### src/rtl/pulse_fault_monitor.sv
// Windowed violation counter with sticky fault, clear and hold-off.
// Optional lifetime violation counter enabled by PFM_TOTAL_CNT_EN.
module pulse_fault_monitor #(
    parameter int WINDOW_CYC   = 1000,
    parameter int FAULT_THRESH = 3,
    parameter int HOLDOFF_CYC  = 16,
    parameter int CNT_BITS     = 16
) (
    input  logic                              clk,
    input  logic                              rst,
    input  logic                              width_validated,
    input  logic                              fault_clr,
    output logic                              fault,
    output logic                              fault_irq,
    output logic [$clog2(FAULT_THRESH+1)-1:0] win_viols,
    output logic [1:0]                        state_o,
    output logic [CNT_BITS-1:0]               viol_total
);

    localparam int VW  = $clog2(FAULT_THRESH + 1);
    localparam int WCW = (WINDOW_CYC > 1) ? $clog2(WINDOW_CYC) : 1;
    localparam int HCW = (HOLDOFF_CYC > 0) ? $clog2(HOLDOFF_CYC + 1) : 1;

    localparam logic [WCW-1:0] WIN_LAST = WCW'(WINDOW_CYC - 1);
    localparam logic [HCW-1:0] HOLD_LD  = HCW'(HOLDOFF_CYC);
    localparam logic [VW:0]    THR      = (VW+1)'(FAULT_THRESH);

    typedef enum logic [1:0] {
        S_MON = 2'd0,
        S_FLT = 2'd1,
        S_HLD = 2'd2
    } state_t;

    state_t          r_state;
    logic [WCW-1:0]  r_win_cnt;
    logic [VW-1:0]   r_win_viols;
    logic [HCW-1:0]  r_hold;
    logic            r_fault;
    logic            r_irq;

    logic            w_viol;
    logic            w_expiry;
    logic [WCW-1:0]  w_cnt_nxt;
    logic [VW-1:0]   w_base;
    logic [VW:0]     w_vn;
    logic            w_trip;

    assign w_viol    = ~width_validated;
    assign w_expiry  = (r_win_cnt == WIN_LAST);
    assign w_cnt_nxt = w_expiry ? '0 : r_win_cnt + 1'b1;
    // A violation on the expiry cycle belongs to the new window.
    assign w_base    = w_expiry ? '0 : r_win_viols;
    assign w_vn      = {1'b0, w_base} + 1'b1;
    assign w_trip    = w_viol && (w_vn >= THR);

    always_ff @(posedge clk) begin
        if (rst) begin
            r_state     <= S_MON;
            r_win_cnt   <= '0;
            r_win_viols <= '0;
            r_hold      <= '0;
            r_fault     <= 1'b0;
            r_irq       <= 1'b0;
        end else begin
            r_irq <= 1'b0;
            unique case (r_state)
                S_MON: begin
                    if (w_trip) begin
                        r_state     <= S_FLT;
                        r_fault     <= 1'b1;
                        r_irq       <= 1'b1;
                        r_win_viols <= w_vn[VW-1:0];
                    end else begin
                        r_win_cnt   <= w_cnt_nxt;
                        r_win_viols <= w_viol ? w_vn[VW-1:0] : w_base;
                    end
                end
                S_FLT: begin
                    if (fault_clr) begin
                        r_fault     <= 1'b0;
                        r_win_cnt   <= '0;
                        r_win_viols <= '0;
                        if (HOLDOFF_CYC > 0) begin
                            r_state <= S_HLD;
                            r_hold  <= HOLD_LD;
                        end else begin
                            r_state <= S_MON;
                        end
                    end
                end
                S_HLD: begin
                    r_hold <= r_hold - 1'b1;
                    if (r_hold == HCW'(1)) begin
                        r_state   <= S_MON;
                        r_win_cnt <= '0;
                    end
                end
                default: r_state <= S_MON;
            endcase
        end
    end

    assign fault     = r_fault;
    assign fault_irq = r_irq;
    assign win_viols = r_win_viols;
    assign state_o   = r_state;

`ifdef PFM_TOTAL_CNT_EN
    logic [CNT_BITS-1:0] r_total;

    // Saturating lifetime count; only reset clears it.
    always_ff @(posedge clk) begin
        if (rst) begin
            r_total <= '0;
        end else if (w_viol && (r_total != '1)) begin
            r_total <= r_total + 1'b1;
        end
    end

    assign viol_total = r_total;
`else
    assign viol_total = '0;
`endif

endmodule
### config.mk
export PLATFORM = sky130hd
export DESIGN_NAME = pulse_fault_monitor
export DESIGN_NICKNAME = d
export VERILOG_FILES = /design/src/rtl/pulse_fault_monitor.sv
export SDC_FILE = /design/constraint.sdc
export NUM_CORES = 1
export LEC_CHECK = 0
export ABC_AREA = 1
export BUFFER_PORTS_ARGS = -buffer_cell sky130_fd_sc_hd__buf_2
export CORE_MARGIN = 3
export CORE_UTILIZATION = 30
export DETAILED_ROUTE_END_ITERATION = 10
export SLEW_MARGIN = 20
export SYNTH_ARGS = -nofsm -noshare
export SYNTH_HDL_FRONTEND = slang
export SYNTH_SLANG_ARGS = --single-unit
### constraint.sdc
create_clock -name clk -period 1.7 [get_ports clk]
set_input_delay 0.425 -clock clk [delete_from_list [all_inputs] [get_ports clk]]
set_output_delay 0.425 -clock clk [all_outputs]
set_load 0.01 [all_outputs]
Word level (Yosys, flattened, before mapping):

Cells that the tools add are included.

* output and inout bits: 22
* input bits: 4
* bits in registers: 21
* logic and storage cells: 51

* equality and inequality tests: 8
* order comparisons: 1
* multiplexer cells: 20
* reduce and logical (&&, ||, !) cells: 11
* bitwise logic cells: 2
* $add $sub $neg: 3

Operators with widths (count)
* $mux W10: 4
* $pmux W10 S3: 1
* $mux W2: 7
* $add A10 B1 Y10 const B: 1
* $eq A10 B10 Y1 const B: 1
* $pmux W5 S2: 1
* $ne A2 B2 Y1 const B: 4
* $pmux W2 S3: 1
* $reduce_and A3 Y1: 2
* $eq A5 B1 Y1 const B: 1
* $mux W5: 1
* $sub A5 B1 Y5 const B: 1
* $pmux W2 S2: 1
* $reduce_and A2 Y1: 2
* $reduce_and A4 Y1: 1
* $reduce_bool A2 Y1: 2
* $add A2 B1 Y3 const B: 1
* $ge A3 B2 Y1 const B: 1
* $mux W1: 3
* $reduce_bool A3 Y1: 1
* $eq A2 B1 Y1 const B: 1
* $eq A2 B2 Y1 const B: 1
* $logic_not A2 Y1: 1
* $not A1 Y1: 2
* 3 further kinds: 3

Logic depth before layout (Yosys ltp):

Gate-level depths: netlist (run 1).

* depth in word-level cells: 7
* depth in mapped cells: 13
* mapped depth without buffers: 13

Worst setup path after synthesis (run 1):

Ideal clock, no wire load.

* kind: flip-flop to flip-flop
* start point: reg r_state[1], in the netlist state_o[1]
* end point: reg r_win_cnt[6]
* library setup time: 0.109 ns
* cell stages (with the launch flop): 13
* arrival: 1.513 ns
* buffers on the path: 0
* clock period less this slack: 1.622 ns
* setup slack: 0.078 ns
* cell sequence: dfxtp_1 inv_1 ha_1 inv_1 nor2_1 inv_1 nand2_1 nor2_4 nand2_4 nand2_1 nand2_1 nand2_1 inv_1

* cells in the longest elaborated chain, start to end: 3

Ends and longest elaborated chain
* start, declared: line 34 `state_t r_state;`
* start signal, assigned: line 58 `r_state <= S_MON;`
* start signal, assigned: line 69 `r_state <= S_FLT;`
* start signal, assigned: line 84 `r_state <= S_HLD;`
* $eq A2 B2 Y1 (tied with other cells): line 66 `unique case (r_state)`
* $ne A2 B2 Y1 (no line) / $reduce_bool A3 Y1 (equally long branches)
* $reduce_and A4 Y1 (no line)
* end signal, assigned: line 74 `r_win_cnt <= w_cnt_nxt;`
* end, declared: line 35 `logic [WCW-1:0] r_win_cnt;`

Parallel ways exist; a longest one is shown, timed or not.
A chain may end at the register's enable or synchronous reset.

Worst setup path after layout (run 1):

* start point: reg r_win_cnt[0]
* end point: reg r_win_cnt[7]

* cells in the longest elaborated chain, start to end: 7

Ends and longest elaborated chain
* $eq A10 B10 Y1: line 49 `assign w_expiry = (r_win_cnt == WIN_LAST);`
* $mux W2: line 52 `assign w_base = w_expiry ? '0 : r_win_viols;`
* $add A2 B1 Y3: line 53 `assign w_vn = {1'b0, w_base} + 1'b1;`
* $ge A3 B2 Y1: line 54 `assign w_trip = w_viol && (w_vn >= THR);`
* $logic_and A1 B1 Y1: line 54
* $ne A2 B2 Y1 (no line)
* $reduce_and A4 Y1 (no line)

Parallel ways exist; a longest one is shown, timed or not. The select of a mux whose other input is x is not followed.

==> results.ini, run 1 <==
[worst_setup_path]
path_delay_family=simple AND/OR/NAND/NOR gates
start_kind=flop
cp_common_cell=nor2_1
slowest_stage=dfxtp_1
r2r-end=r_win_cnt[7]
r2r-start=r_win_cnt[0]
cp_cell_sequence=ha_2 -> nand2_2 -> nor2_4 -> nand3_4 -> nand4_4 -> buf_4 -> a21oi_1 -> nor2_1 -> nor2_1
critPathKind=flop to flop
worst-path-buf-inv=1
crit_arrival_ps=1740
rrSetupSlack_ps=120
endpoint_kind=flop
critical_path_peak_fanout=9
ff2ff_path_depth=9
critPathMaxStageDelay_ps=390
crit_required_ps=1860

[die]
rows=24
die_h_um=75.9
die_x_um=75.9
start_util=0.324
dieArea_um2=5770
core_area_um2=4530
ios=26

[synth]
synth-seq-area-share=0.286
yosys.area.top_type=dfxtp_1
synth-seq-cells=21
synthCells=220
synth_top_area_frac=0.286
yosys_warnings=0
ys_async_sr_fraction=0
synthFlopType=dfxtp_1
synth_area_per_cell_um2=6.67
synth_edf_count=0
synthTopCellsByArea=dfxtp_1, nand2_1, inv_1, buf_4, nor2_1
synth_area_um2=1470
synth_cell_types=27

[clock_tree]
cts_num_sinks=21
root_buffer=clkbuf_8
tritoncts=done
clkLatencyLatePin_ps=270
cts_made_buffers=3
clock_path_buffers=2
cts-htree-levels=1
clk_pin_slew_ps=90

[pwr]
switchingPower_mw=0.711
pwr-share-seq=0.380
p_leak_nw=0.810
vdd_drop_max_mv=0.521
p_per_area_nw_per_um2=1050
combPwrFrac=0.419
finalPower_mw=1.75
clkPwrFrac=0.201
swShare=0.405
p_int_mw=1.04

[grt]
grt_pass1_vias=1138
grt_antenna_before_repair=0
grt_max_degree=14
grt_use_total=0.103
grt-ovfl-total=0
grt_pass1_wl_mm=4.92

[finish]
drive_above_1_share=0.181
area_growth_pct=13.8
utilization=0.368
nets=255
n_antenna_cell=0
final_cell_count_no_fill=308

[sta]
fmax_mhz=634
drv_slew=0
final.period_utilization=0.928
clock_skew_ps=5.36
post-route-min-period_ps=1580
whs_ps=443
finalHoldViolations=0
setup_viol=0

[detailed_routing]
num_vias=1353
viasPerCell=4.39
first_pass_iters=4
wl_mm=3.05
drtIter0Drc=43
post_drt_wl_per_cell_um=9.91
antenna_left=0
drcViolationCount=0

[placed_design]
post-place-cells=296
place_congestion=0.820
post-dp-hpwl_mm=2.28
io_buffers=9

[flow_run]
cap_violations=0

[status]
status=completed

[worst_hold_path]
min_path_cells=4
hold_path_class=input pin to flop
hold_end=win_viols[0]
hold_start=width_validated

==> logic make-up after synthesis <==
family                   synth area share
AND/OR/NAND/NOR                     0.373
other                             0.00256
XOR/XNOR                           0.0179
AO/OA/AOI/OAI                      0.0793
buffers and inverters               0.182
flip-flops                          0.286
adder cells (fa/ha/maj)            0.0597
==> power groups by stage <==
stage | clock [mW] | sequential, mW | combinational [mW]
final | 0.352 | 0.666 | 0.736
after global routing | 0.378 | 0.680 | 0.834
after CTS | 0.366 | 0.665 | 0.665
after detailed placement | 0 | 0.677 | 0.661
after global placement | 0 | 0.675 | 0.664
after floorplan | 0 | 0.678 | 0.535
==> worst register-to-register path, stage by stage (launching register included) <==
cell	delay [ps]
dfxtp_1	390
ha_2	230
nand2_2	80
nor2_4	130
nand3_4	150
nand4_4	150
buf_4	150
a21oi_1	50
nor2_1	100
nor2_1	40
==> metal layers <==
metal / up-vias / share of wire / routed length [um] / GRT usage
li1: 707 / - / - / -
met1: 611 / 0.49 / 1500 / 0.127
met2: 28 / 0.45 / 1370 / 0.172
met3: 7 / 0.032 / 99 / 0.0118
met4: 0 / 0.027 / 81 / 0.0598
met5: - / 0 / 0 / 0
==> layout make-up <==
type / count / area [um2]
fillers: 480 / 2860
multi-input cells: 163 / 856
flip-flops and latches: 21 / 422
repair buffers: 21 / 135
inverters: 34 / 128
well taps: 65 / 81.3
clock buffers: 3 / 41.3
clock inverters: 1 / 7.51
==> synthesized netlist by cell type (2+ instances only) <==
library cell  number
nand3_1           18
inv_1             34
nor2_1            26
ha_1               7
nor2_4             3
nor2_2             2
a21oi_1           14
o21ai_0            6
nor3_1             3
nand4_1            4
buf_4             16
dfxtp_1           21
nand2_1           51
xor2_1             2
==> stage by stage <==
stage	worst slack [ps]	instance area, um2	setup TNS [ps]
4_1_cts	29.4	1600	0
2_1_floorplan	78.0	1520	0
5_1_grt	-14.9	1670	-14.9
3_5_place_dp	54.8	1550	0
6_report	122	1670	0
3_3_place_gp	57.0	1550	0
==> flip-flops by register name, indices dropped and copies added, names as in the netlist <==
register,flops
win_viols,2
r_hold,5
fault,1
r_win_cnt,10
state_o,2
fault_irq,1
==> layout by cell type, fill, tap and decap left out, drive strengths merged <==
cell	Yosys	layout
xnor2	1	1
nor3	3	3
dfxtp	21	21
conb	1	16
nand2	53	53
nor3b	1	1
a211oi	1	1
xor2	2	2
ha	7	7
o21ai	6	6
buf	17	21
nand4	5	5
clkbuf	1	3
inv	34	34
nor2	31	32
nand3	20	20
clkinvlp	0	1
nand3b	1	1
a21oi	15	15
==> what timing repair did <==
action	4_1_cts	5_1_grt
hold buffers	0	0
setup buffers	0	7
endpoints found under the hold margin	0	0
setup endpoints to repair	0	10
resized for setup	0	7
==> how the worst max path moves through the flow <==
stage                       startpoint           end  slack (ps)  cells after the start
after detailed placement    state_o[1]  r_win_cnt[6]          50                     12
after CTS                   state_o[1]  r_win_cnt[6]          30                     12
after floorplan             state_o[1]  r_win_cnt[6]          80                     12
final                     r_win_cnt[0]  r_win_cnt[7]         120                      9
after global routing        state_o[0]  r_win_cnt[6]         -10                     10
after global placement      state_o[0]  r_win_cnt[6]          60                     10
Note: power is estimated with default switching activity, not from simulation.
==> run 2, diff against run 1 <==
--- a/config.mk
+++ b/config.mk
@@ -10,6 +10,8 @@
 export CORE_MARGIN = 3
 export CORE_UTILIZATION = 30
 export DETAILED_ROUTE_END_ITERATION = 10
+export GPL_TIMING_DRIVEN = 0
+export RECOVER_POWER = 100
 export SLEW_MARGIN = 20
 export SYNTH_ARGS = -nofsm -noshare
 export SYNTH_HDL_FRONTEND = slang
==> run 2 against run 1 <==
Effect of this change: maximum frequency is 1.9% higher; clock-buffer cell count unchanged; via count shrank 1.8%; largest cell class unchanged; critical path type unchanged; worst setup slack improved by 30 ps; largest power group unchanged.
==> results.ini, run 2 (synthesized netlist as in run 1, its figures left out) <==
[sta]
final.period_utilization=0.911
finalHoldViolations=0
drv_slew=0
post-route-min-period_ps=1550
fmax_mhz=646
clock_skew_ps=3.25
tightest_slew_ps=515
setup_viol=0
relSlewSlack=0.657
whs_ps=453

[placed_design]
io_buffers=9
post-dp-hpwl_mm=2.23
place_congestion=0.828

[finish]
largest_register_ffs=10
fillers=469
regArea_um2=429
drive_above_1_share=0.229
multi_input_area_um2=862
top_register=r_win_cnt
layout_common_cells=nand2_1, inv_1, nor2_1
final_common_cell=nand2_1
largest_registers=r_win_cnt: 10 flops, r_hold: 5 flops
area_growth_pct=22.3
n_antenna_cell=0
nets=265

[worst_setup_path]
start_kind=flop
slowest_stage=dfxtp_4
crit_required_ps=1870
critPathMaxStageDelay_ps=380
endpoint_kind=flop
crit_arrival_ps=1710
ff2ff_path_depth=12
critPathKind=flop to flop
cp_cell_sequence=inv_2 -> ha_4 -> inv_2 -> nor2_1 -> inv_1 -> nand2_2 -> nor2_4 -> nand2_2 -> nand2_2 -> nand2_1 -> nand2_1 -> inv_1
cp_common_cell=nand2_2
critical_path_peak_fanout=7

[grt]
grt_max_degree=13
grt_antenna_before_repair=0
grt_pass1_wl_mm=5.33
grt_use_total=0.106
grt_pass1_vias=1206
grt-ovfl-total=0

[detailed_routing]
viasPerCell=4.18
post_drt_wl_per_cell_um=9.26
drtIter0Drc=73
num_vias=1329
first_pass_iters=4
antenna_left=0
drcViolationCount=0
wl_mm=2.94

[clock_tree]
clkLatencyLatePin_ps=260
tritoncts=done
cts_made_buffers=3
root_buffer=clkbuf_8
clock_path_buffers=2
cts_num_sinks=21
clk_pin_slew_ps=80
cts-htree-levels=1

[die]
die_h_um=75.9
ios=26
dieArea_um2=5770
start_util=0.324
core_area_um2=4530
die_x_um=75.9
rows=24

[worst_hold_path]
hold_path_class=input pin to flop
min_path_cells=4

[pwr]
finalPower_mw=1.78
p_leak_nw=0.881
vdd_drop_max_mv=0.661
p_per_area_nw_per_um2=991

[status]
status=completed

[flow_run]
cap_violations=0

[run 2: what timing repair did]
| item | CTS | global route |
|---|---|---|
| resized for setup | 1 | 17 |
| pin swaps | 1 | 3 |
| hold buffers | 0 | 0 |
| setup endpoints to repair | 8 | 14 |
| cloned | 0 | 1 |
| buffers inserted | 1 | 3 |
[run 2: final timing paths]
check | end | from | slack [ps]
max | r_win_cnt[6] | state_o[1] | 150
min | win_viols[0] | width_validated | 450
max reg2reg | r_win_cnt[6] | state_o[1] | 150
min reg2reg | r_hold[0] | r_hold[0] | 460
[run 2: per-stage QoR]
step	instance area [um2]	setup TNS, ps	util	cells	worst slack (ps)
global placement	1650	-403	0.364	309	-117
detailed placement	1650	-621	0.364	309	-160
global route	1790	-4.83	0.396	318	-4.83
floorplan	1520	0	-	235	78.0
CTS	1720	0	0.379	314	4.92
finish	1790	0	0.396	318	151
[run 2: layout make-up]
type,count,share of cell area
buffer,18,0.0774
clock buffer,3,0.0230
clock inverter,1,0.00279
inverter,34,0.0711
multi-input combinational,162,0.480
sequential,21,0.239
tap,65,0.0453
timing repair buffer,14,0.0607
[run 2: worst max-delay path, delay by kind of cell (launching register included)]
| family | cells | cell delay [ps] |
|---|---|---|
| and+or+nand+nor | 7 | 670 |
| DFF | 1 | 380 |
| buffers and inverters | 4 | 230 |
| adders and majority gates | 1 | 170 |
[run 2: metal layers]
layer  global-route usage  part of all wire  up-vias
met4               0.0326            0.0075        0
met5                    0                 0        -
li1                     -                 -      727
met1                0.149              0.49      565
met3               0.0107             0.069        2
met2                0.173              0.44       35
[run 2: report_power, final]
part           internal (mW)  total [mW]  switching (mW)
clock                  0.163       0.334           0.170
sequential             0.584       0.677          0.0933
combinational          0.332       0.767           0.435
